<file path="src/rtl/truth_table_sweep_ctrl_pkg.sv">
// Shared types and helpers for the LED truth-table sweep controller.
package truth_table_pkg;

  // Controller operating modes; also exported for display blocks.
  typedef enum logic [1:0] {
    MANUAL = 2'd0,
    SWEEP  = 2'd1,
    PAUSE  = 2'd2
  } state_e;

  // Debounced switch pattern that requests sweep mode from manual mode.
  localparam logic [3:0] ENTRY_CHORD = 4'b1111;

  // LED word {LED4,LED3,LED2,LED1} for an input vector {d,c,b,a}.
  function automatic logic [3:0] led_word(input logic [3:0] vec);
    logic a, b, c, d;
    a = vec[0];
    b = vec[1];
    c = vec[2];
    d = vec[3];
    led_word[0] = a & b;
    led_word[1] = (a & c) | d;
    led_word[2] = ~(b & d) & c;
    led_word[3] = a & b & c & d;
  endfunction

endpackage

</file>
<file path="src/rtl/truth_table_sweep_ctrl_if.sv">
// Board-side signal bundle: raw switches in, LEDs and status out.
interface truth_table_sweep_ctrl_if;
  import truth_table_pkg::*;

  logic       i_Switch_1;
  logic       i_Switch_2;
  logic       i_Switch_3;
  logic       i_Switch_4;
  logic       o_LED_1;
  logic       o_LED_2;
  logic       o_LED_3;
  logic       o_LED_4;
  logic [3:0] o_Vector;
  logic       o_Sweep_Active;
  logic       o_Paused;

  // Board / stimulus side: drives switches, observes LEDs and status.
  modport master (
    output i_Switch_1, i_Switch_2, i_Switch_3, i_Switch_4,
    input  o_LED_1, o_LED_2, o_LED_3, o_LED_4,
    input  o_Vector, o_Sweep_Active, o_Paused
  );

  // Controller side.
  modport slave (
    input  i_Switch_1, i_Switch_2, i_Switch_3, i_Switch_4,
    output o_LED_1, o_LED_2, o_LED_3, o_LED_4,
    output o_Vector, o_Sweep_Active, o_Paused
  );

endinterface

</file>
<file path="src/rtl/truth_table_sweep_ctrl_debounce.sv">
// Single-switch debouncer: 2-flop synchroniser, stability counter and a
// one-cycle pulse on each debounced 0->1 transition.
module debounce_filter
  import truth_table_pkg::*;
#(
  parameter int DEBOUNCE_TICKS = 250000
) (
  input  logic i_Clk,
  input  logic i_Rst_L,
  input  logic i_Switch,
  output logic o_Switch,
  output logic o_Rise
);

  localparam int            CW       = (DEBOUNCE_TICKS > 1) ? $clog2(DEBOUNCE_TICKS) : 1;
  localparam logic [CW-1:0] CNT_LAST = CW'(DEBOUNCE_TICKS - 1);
  localparam logic [CW-1:0] CNT_ZERO = {CW{1'b0}};

  logic          meta_r;
  logic          sync_r;
  logic          deb_r;
  logic          rise_r;
  logic [CW-1:0] cnt_r;

  // Bring the asynchronous switch level into the clock domain.
  always_ff @(posedge i_Clk or negedge i_Rst_L) begin
    if (!i_Rst_L) begin
      meta_r <= 1'b0;
      sync_r <= 1'b0;
    end else begin
      meta_r <= i_Switch;
      sync_r <= meta_r;
    end
  end

  // Flip the debounced level once the synchronised level has disagreed for
  // DEBOUNCE_TICKS consecutive cycles; any agreement restarts the count.
  always_ff @(posedge i_Clk or negedge i_Rst_L) begin
    if (!i_Rst_L) begin
      cnt_r  <= CNT_ZERO;
      deb_r  <= 1'b0;
      rise_r <= 1'b0;
    end else if (sync_r == deb_r) begin
      cnt_r  <= CNT_ZERO;
      rise_r <= 1'b0;
    end else if (cnt_r == CNT_LAST) begin
      cnt_r  <= CNT_ZERO;
      deb_r  <= sync_r;
      rise_r <= sync_r;
    end else begin
      cnt_r  <= cnt_r + CW'(1);
      rise_r <= 1'b0;
    end
  end

  assign o_Switch = deb_r;
  assign o_Rise   = rise_r;

endmodule

</file>
<file path="src/rtl/truth_table_sweep_ctrl.sv">
// Truth-table sequencer: manual mode mirrors the debounced switches, sweep
// mode steps the vector through all 16 combinations on a timer, with the
// switches reused as exit / pause / single-step controls.
module truth_table_sweep_ctrl
  import truth_table_pkg::*;
#(
  parameter int DEBOUNCE_TICKS = 250000,
  parameter int SWEEP_TICKS    = 12500000
) (
  input  logic                    i_Clk,
  input  logic                    i_Rst_L,
  truth_table_sweep_ctrl_if.slave bus
);

  localparam logic [1:0]    ST_MANUAL  = MANUAL;
  localparam logic [1:0]    ST_SWEEP   = SWEEP;
  localparam logic [1:0]    ST_PAUSE   = PAUSE;
  localparam int            TW         = $clog2(SWEEP_TICKS);
  localparam logic [TW-1:0] TIMER_LAST = TW'(SWEEP_TICKS - 1);
  localparam logic [TW-1:0] TIMER_ZERO = {TW{1'b0}};

  logic [3:0]    sw_raw_s;
  logic [3:0]    deb_s;
  logic [3:0]    rise_s;
  logic [3:0]    deb_prev_r;
  logic          armed_r;
  logic          chord_s;
  logic          tc_s;
  logic [1:0]    state_r;
  logic [1:0]    state_n;
  logic [3:0]    vec_r;
  logic [3:0]    vec_n;
  logic [TW-1:0] timer_r;
  logic [TW-1:0] timer_n;
  logic [3:0]    led_r;
  logic          sweep_r;
  logic          paused_r;

  assign sw_raw_s = {bus.i_Switch_4, bus.i_Switch_3, bus.i_Switch_2, bus.i_Switch_1};

  for (genvar g = 0; g < 4; g++) begin : g_deb
    debounce_filter #(
      .DEBOUNCE_TICKS(DEBOUNCE_TICKS)
    ) u_debounce (
      .i_Clk    (i_Clk),
      .i_Rst_L  (i_Rst_L),
      .i_Switch (sw_raw_s[g]),
      .o_Switch (deb_s[g]),
      .o_Rise   (rise_s[g])
    );
  end

  // The chord only arms after the debounced vector has moved to some
  // non-chord value, so switches held at 1111 through reset cannot enter
  // sweep mode until they are released and pressed again.
  assign chord_s = armed_r && (deb_s == ENTRY_CHORD) && (deb_prev_r != ENTRY_CHORD);
  assign tc_s    = (timer_r == TIMER_LAST);

  // Track the previous debounced vector and the chord arming flag.
  always_ff @(posedge i_Clk or negedge i_Rst_L) begin
    if (!i_Rst_L) begin
      deb_prev_r <= 4'b0000;
      armed_r    <= 1'b0;
    end else begin
      deb_prev_r <= deb_s;
      armed_r    <= armed_r | ((deb_s != deb_prev_r) && (deb_s != ENTRY_CHORD));
    end
  end

  // Next-state, vector and timer decisions; exit beats pause/resume beats
  // the timer step or single-step within a cycle.
  always_comb begin
    state_n = state_r;
    vec_n   = vec_r;
    timer_n = timer_r;
    case (state_r)
      ST_MANUAL: begin
        timer_n = TIMER_ZERO;
        if (chord_s) begin
          state_n = ST_SWEEP;
          vec_n   = 4'd0;
        end else begin
          state_n = ST_MANUAL;
          vec_n   = deb_s;
        end
      end
      ST_SWEEP: begin
        if (rise_s[0]) begin
          state_n = ST_MANUAL;
          vec_n   = deb_s;
          timer_n = TIMER_ZERO;
        end else if (rise_s[1]) begin
          state_n = ST_PAUSE;
          timer_n = TIMER_ZERO;
        end else if (tc_s) begin
          timer_n = TIMER_ZERO;
          vec_n   = vec_r + 4'd1;
        end else begin
          timer_n = timer_r + TW'(1);
        end
      end
      ST_PAUSE: begin
        timer_n = TIMER_ZERO;
        if (rise_s[0]) begin
          state_n = ST_MANUAL;
          vec_n   = deb_s;
        end else if (rise_s[1]) begin
          state_n = ST_SWEEP;
        end else if (rise_s[2]) begin
          vec_n   = vec_r + 4'd1;
        end else begin
          state_n = ST_PAUSE;
        end
      end
      default: begin
        state_n = ST_MANUAL;
        vec_n   = 4'd0;
        timer_n = TIMER_ZERO;
      end
    endcase
  end

  // State, vector and sweep timer registers.
  always_ff @(posedge i_Clk or negedge i_Rst_L) begin
    if (!i_Rst_L) begin
      state_r <= ST_MANUAL;
      vec_r   <= 4'd0;
      timer_r <= TIMER_ZERO;
    end else begin
      state_r <= state_n;
      vec_r   <= vec_n;
      timer_r <= timer_n;
    end
  end

  // Registered LED word and mode status, one cycle behind vector/state.
  always_ff @(posedge i_Clk or negedge i_Rst_L) begin
    if (!i_Rst_L) begin
      led_r    <= 4'b0000;
      sweep_r  <= 1'b0;
      paused_r <= 1'b0;
    end else begin
      led_r    <= led_word(vec_r);
      sweep_r  <= (state_r == ST_SWEEP) || (state_r == ST_PAUSE);
      paused_r <= (state_r == ST_PAUSE);
    end
  end

  assign bus.o_LED_1        = led_r[0];
  assign bus.o_LED_2        = led_r[1];
  assign bus.o_LED_3        = led_r[2];
  assign bus.o_LED_4        = led_r[3];
  assign bus.o_Vector       = vec_r;
  assign bus.o_Sweep_Active = sweep_r;
  assign bus.o_Paused       = paused_r;

endmodule
</file>
<file path="src/flat_wrapper.sv">
// flat-port wrapper written by rule: the top's interface ports become plain ports
module truth_table_sweep_ctrl_flat import truth_table_pkg::*;
#(
  parameter int DEBOUNCE_TICKS = 250000,
  parameter int SWEEP_TICKS    = 12500000
)
  (i_Clk, i_Rst_L, bus_i_Switch_1, bus_i_Switch_2, bus_i_Switch_3, bus_i_Switch_4, bus_o_LED_1, bus_o_LED_2, bus_o_LED_3, bus_o_LED_4, bus_o_Vector, bus_o_Sweep_Active, bus_o_Paused);
  truth_table_sweep_ctrl_if bus_i ();
  input  logic i_Clk;
  input  logic i_Rst_L;
  input wire logic [$bits(bus_i.i_Switch_1)-1:0] bus_i_Switch_1;
  input wire logic [$bits(bus_i.i_Switch_2)-1:0] bus_i_Switch_2;
  input wire logic [$bits(bus_i.i_Switch_3)-1:0] bus_i_Switch_3;
  input wire logic [$bits(bus_i.i_Switch_4)-1:0] bus_i_Switch_4;
  output wire logic [$bits(bus_i.o_LED_1)-1:0] bus_o_LED_1;
  output wire logic [$bits(bus_i.o_LED_2)-1:0] bus_o_LED_2;
  output wire logic [$bits(bus_i.o_LED_3)-1:0] bus_o_LED_3;
  output wire logic [$bits(bus_i.o_LED_4)-1:0] bus_o_LED_4;
  output wire logic [$bits(bus_i.o_Vector)-1:0] bus_o_Vector;
  output wire logic [$bits(bus_i.o_Sweep_Active)-1:0] bus_o_Sweep_Active;
  output wire logic [$bits(bus_i.o_Paused)-1:0] bus_o_Paused;
  assign bus_i.i_Switch_1 = bus_i_Switch_1;
  assign bus_i.i_Switch_2 = bus_i_Switch_2;
  assign bus_i.i_Switch_3 = bus_i_Switch_3;
  assign bus_i.i_Switch_4 = bus_i_Switch_4;
  assign bus_o_LED_1 = bus_i.o_LED_1;
  assign bus_o_LED_2 = bus_i.o_LED_2;
  assign bus_o_LED_3 = bus_i.o_LED_3;
  assign bus_o_LED_4 = bus_i.o_LED_4;
  assign bus_o_Vector = bus_i.o_Vector;
  assign bus_o_Sweep_Active = bus_i.o_Sweep_Active;
  assign bus_o_Paused = bus_i.o_Paused;
  truth_table_sweep_ctrl #(.DEBOUNCE_TICKS(DEBOUNCE_TICKS), .SWEEP_TICKS(SWEEP_TICKS)) u_core (.i_Clk(i_Clk), .i_Rst_L(i_Rst_L), .bus(bus_i));
endmodule
</file>
<file path="config.mk">
export PLATFORM = sky130hd
export DESIGN_NAME = truth_table_sweep_ctrl_flat
export DESIGN_NICKNAME = d
export VERILOG_FILES = /design/src/rtl/truth_table_sweep_ctrl_pkg.sv /design/src/rtl/truth_table_sweep_ctrl_if.sv /design/src/rtl/truth_table_sweep_ctrl_debounce.sv /design/src/rtl/truth_table_sweep_ctrl.sv /design/src/flat_wrapper.sv
export SDC_FILE = /design/constraint.sdc
export NUM_CORES = 1
export LEC_CHECK = 0
export ABC_AREA = 0
export CAP_MARGIN = 20
export CORE_UTILIZATION = 30
export DETAILED_ROUTE_END_ITERATION = 10
export HOLD_SLACK_MARGIN = 0.05
export PLACE_DENSITY_LB_ADDON = 0.12
export SLEW_MARGIN = 20
export SYNTH_ARGS = -nofsm -noshare
export SYNTH_HDL_FRONTEND = slang
export SYNTH_HIERARCHICAL = 1
export SYNTH_SLANG_ARGS = --single-unit
</file>
<file path="constraint.sdc">
create_clock -name i_Clk -period 2.1 [get_ports i_Clk]
set_input_delay 0.63 -clock i_Clk [delete_from_list [all_inputs] [get_ports i_Clk]]
set_output_delay 0.63 -clock i_Clk [all_outputs]
set_load 0.01 [all_outputs]
</file>
### Yosys cells after proc, flatten, opt, wreduce, memory -nomap -nowiden

Index checks and enable logic that the tools add are counted.

| storage, ports and cells | value |
|---|---|
| register bits after elaboration | 128 |
| output and inout port bits | 10 |
| word-level logic and storage cells | 111 |

| cells by class | value |
|---|---|
| $add $sub $neg | 6 |
| equality and inequality tests | 21 |
| multiplexer cells | 33 |
| bitwise logic cells | 13 |
| reductions and logical operators | 11 |

Operators by type and width:

| kind | count |
|---|---|
| 18-bit two-way mux | 8 |
| 24-bit two-way mux | 4 |
| 18-bit by 1-bit adder with 18-bit output (second input constant) | 4 |
| 18-bit equality test (second input constant) | 4 |
| 4-bit two-way mux | 7 |
| 24-bit by 1-bit adder with 24-bit output (second input constant) | 1 |
| 24-bit equality test (second input constant) | 1 |
| 3-bit inequality test (second input constant) | 4 |
| 4-bit inequality test (second input constant) | 3 |
| 4-bit case mux with 3 select lines | 1 |
| 2-bit two-way mux | 5 |
| 2-bit AND reduction | 5 |
| 1-bit two-way mux | 7 |
| 1-bit bitwise AND | 6 |
| 2-bit case mux with 3 select lines | 1 |
| 1-bit inverter | 5 |
| 4-bit by 1-bit adder with 4-bit output (second input constant) | 1 |
| 1-bit equality test | 4 |
| 4-bit equality test (second input constant) | 1 |
| 4-bit inequality test | 1 |
| 4-bit AND reduction | 1 |
| 1-bit logical AND | 3 |
| 3-bit by 2-bit inequality test with 1-bit output (second input constant) | 1 |
| 2-bit by 1-bit equality test with 1-bit output (second input constant) | 1 |
| other kinds (4) | 5 |

### Longest topological paths before layout

| logic depth | value |
|---|---|
| depth in word-level cells | 5 |
| gate-level depth with buffers | 7 |
| gate-level depth less buffers | 7 |

### Modules after synthesis

The synthesis kept the hierarchy.

Modules (own cells, without submodules):

| module | times used | cells each | area an instance (sq um) | seq. area each (sq um) |
|---|---|---|---|---|
| debounce_filter | 4 | 100 | 1059.8 | 550.5 |
| truth_table_sweep_ctrl | 1 | 203 | 2063.2 | 1026.0 |

### Worst setup path after synthesis

No wires, ideal clock.

| timing | value |
|---|---|
| kind | reg2reg |
| start | reg u_core.timer_r[0] |
| end | reg u_core.vec_r[0] (netlist: u_core/bus.o_Vector[0]) |
| arrival | 1.899 ns |
| required time | 2.021 ns |
| path slack | 0.121 ns |
| cell stages (with the launch flop) | 7 |
| path buffers | 0 |
| clock period less this slack | 1.979 ns |
| cells stage by stage | dfrtp_1 -> ha_1 -> and4_4 -> nand3_2 -> or4_4 -> o221ai_4 -> mux2i_1 |

| between the ends | value |
|---|---|
| longest elaborated chain between the ends | 3 |

RTL lines:

| what | line | text |
|---|---|---|
| start, declared | truth_table_sweep_ctrl.sv:33 | `logic [TW-1:0] timer_r;` |
| start signal, assigned | truth_table_sweep_ctrl.sv:132 | `timer_r <= timer_n;` |
| 24-bit equality test | truth_table_sweep_ctrl.sv:57 | `assign tc_s = (timer_r == TIMER_LAST);` |
| 3-bit by 2-bit inequality test with 1-bit output (no line) | - |  |
| 4-bit AND reduction (no line) | - |  |
| end signal, assigned | truth_table_sweep_ctrl.sv:131 | `vec_r <= vec_n;` |
| end, declared | truth_table_sweep_ctrl.sv:31 | `logic [3:0] vec_r;` |

No other way between the ends.
A chain may end at the register's enable or synchronous reset.

### Worst setup path in the final report

| timing | value |
|---|---|
| start | reg u_core.timer_r[8] |
| end | reg u_core.vec_r[0] (netlist: u_core/bus.o_Vector[0]) |

The elaborated chain is that of the path after synthesis.

==> impl_metrics.ini <==
[status]
outcome = finished clean

[yosys]
synthCells = 601
syn_area_mm2 = 0.006270
syn_area_per_cell_um2 = 10.43
yosysWarnings = 6
synth_nets = 618

[global_route]
grtUsageMet2_pct = 22.45
grt_antenna_before_repair = 0
use_met3_pct = 4.063
grt_usage_pct = 13.52
grt-ovfl-total = 0
met1_usage_pct = 16.84
grt_start_max_net_pins = 43
grt_pass1_vias = 4742
busiest_layer = met2
grt_pass1_wl_um = 23250

[clocking]
htreeDepth = 4
clockRootBuffer = clkbuf_16
cts_buffers = 17
clkLatencyLatePin_ns = 0.41
clock_sink_count = 128
cts_hold_buf = 0
clock_path_buffers = 2
path_clk_slew_ns = 0.06
cts_tree = yes

[setup_path]
path_max_fanout = 4
crit_path_end_kind = flip-flop
start_kind = flip-flop
cp_data_arrival_time_ns = 2.33
worstPathRequired_ns = 2.42
critPathKind = flip-flop to flip-flop

[die]
coreArea_mm2 = 0.02036
rows = 52
dieArea_mm2 = 0.02148
die_x_um = 146.6
num_io_pins = 16
die_h_um = 146.6
start_util_pct = 30.79

[route]
wl_per_cell_um = 13.85
drtIter0Drc = 135
route.detailed.drc = 0
ant_nets = 0
vias = 4530
via_per_inst = 4.784
wirelength_um = 13120
dr.pass1.iters = 4

[sta]
setup_violations = 0
fmax_ghz = 0.4978
worst_pin_slew_ns = 0.5154
drv_slew = 0
finClkSkew_ns = 0.006530
min_period_ns = 2.009
final_hold_viol_count = 0
rsz0062_at_grt = yes
max-slew-margin-rel_pct = 65.56
post-route-period-util_pct = 95.65

[power]
leakagePower_nw = 3.152
power_density_mw_per_mm2 = 733.4
peakVddDrop_mv = 0.4357
finalPower_mw = 5.605

[worst_hold_path]
worstHoldPathType = input pin to async pin

[placed_design]
port_buffers = 15
place_inst = 914
dp_hpwl_um = 9290
gp_congestion = 0.7696

[layout]
areaGrowthSynthToFinish_pct = 21.89
drive_gt1_share_pct = 16.54
diodes = 0
fin_nets = 681
stdcell_count = 947
fill_cells = 1974

[job]
drv_cap = 0
==> per-layer routing <==
| metal | routed length, um | vias up | part of all wire [%] |
|---|---|---|---|
| met5 | 0 | - | 0 |
| met3 | 382 | 11 | 2.9 |
| met4 | 153 | 0 | 1.2 |
| met1 | 6187 | 2214 | 47 |
| met2 | 6394 | 51 | 49 |
| li1 | - | 2254 | - |
==> critical path, stage by stage (launching register included) <==
cell and delay [ns]:
dfrtp_1 0.41, nor4b_2 0.29, nand4_1 0.13, or4_4 0.58
o221ai_4 0.27, mux2i_1 0.24
==> state kept, by name (all words and copies together) (netlist names) <==
| signal | flops |
|---|---|
| u_core/g_deb.u_debounce/meta_r | 4 |
| u_core/state_r | 2 |
| u_core/timer_r | 24 |
| u_core/g_deb.u_debounce/cnt_r | 72 |
| u_core/led_r | 4 |
| u_core/g_deb.u_debounce/o_Switch | 4 |
| u_core/g_deb.u_debounce/o_Rise | 3 |
| u_core/g_deb.u_debounce/sync_r | 4 |
| u_core/deb_prev_r | 4 |
| u_core/bus.o_Vector | 4 |
| u_core/bus.o_Paused | 1 |
| u_core/armed_r | 1 |
| u_core/bus.o_Sweep_Active | 1 |
==> area by class of cell <==
| type | count | area, um^2 | area share (%) |
|---|---|---|---|
| Timing Repair Buffer | 56 | 496.7 | 6.500 |
| Tap cell | 270 | 337.8 | 4.420 |
| Clock buffer | 22 | 494.2 | 6.467 |
| Clock inverter | 10 | 107.6 | 1.408 |
| Sequential cell | 128 | 3207 | 41.96 |
| Multi-Input combinational cell | 447 | 2947 | 38.56 |
| Inverter | 14 | 52.55 | 0.6876 |
==> stage by stage <==
| stage | setup TNS, ns | hold WS (ns) | worst slack [ns] | utilization (%) | area [um^2] |
|---|---|---|---|---|---|
| detailed placement | 0 | 0.3411 | 0.02111 | 34.49 | 7023 |
| CTS | 0 | 0.1176 | 0.009472 | 37.44 | 7625 |
| floorplan | 0 | 0.3312 | 0.1213 | - | 6270 |
| finish | 0 | 0.1198 | 0.09134 | 37.53 | 7642 |
| global route | -0.002454 | 0.1266 | -0.002454 | 37.53 | 7642 |
| global placement | 0 | 0.3342 | 0.1072 | 34.49 | 7023 |
==> cells in the final DEF (no fill, tap or decap), types with 5 or more instances in the layout <==
master	n
nand4_1	34
buf_4	38
clkbuf_16	17
and3_1	6
and4_1	7
ha_1	11
nor4_1	26
clkinv_2	5
nand3_1	36
clkdlybuf4s50_1	14
nor3_1	11
nand2_1	35
nand3_2	5
mux2i_1	6
xnor2_1	54
xor2_1	33
o21ai_0	12
dfrtp_1	125
a21oi_1	12
nor2_1	103
clkbuf_8	5
nor3b_1	5
or4_4	9
inv_1	14
==> path summary, 6_finish.rpt <==
check / slack [ns] / cells past startpoint / start / endpoint
setup / recovery: 0.09 / 5 / u_core/timer_r[8] / u_core/bus.o_Vector[0]
hold / removal: 0.12 / 1 / i_Rst_L / u_core/g_deb[3].u_debounce/cnt_r[10]
setup reg to reg: 0.09 / 5 / u_core/timer_r[8] / u_core/bus.o_Vector[0]
hold reg to reg: 0.36 / 0 / u_core/g_deb[1].u_debounce/meta_r / u_core/g_deb[1].u_debounce/sync_r
max in group asynchronous: 1.41 / 2 / i_Rst_L / u_core/bus.o_Vector[1]
min in group i_Clk: 0.36 / 0 / u_core/g_deb[1].u_debounce/meta_r / u_core/g_deb[1].u_debounce/sync_r
==> power by group <==
part | internal [mW] | switching, mW | leakage [nW]
sequential | 2.49 | 0.0284 | 1.76
clock | 1.89 | 1.04 | 0.294
combinational | 0.0548 | 0.0899 | 1.10
total | 4.44 | 1.16 | 3.15
==> repair_timing <==
action,in CTS,in global routing
endpoints found under the hold margin,0,0
gates resized for setup,0,4
setup buffers,0,1
setup endpoints to repair,0,7
Note: power is estimated with default switching activity, not from simulation.
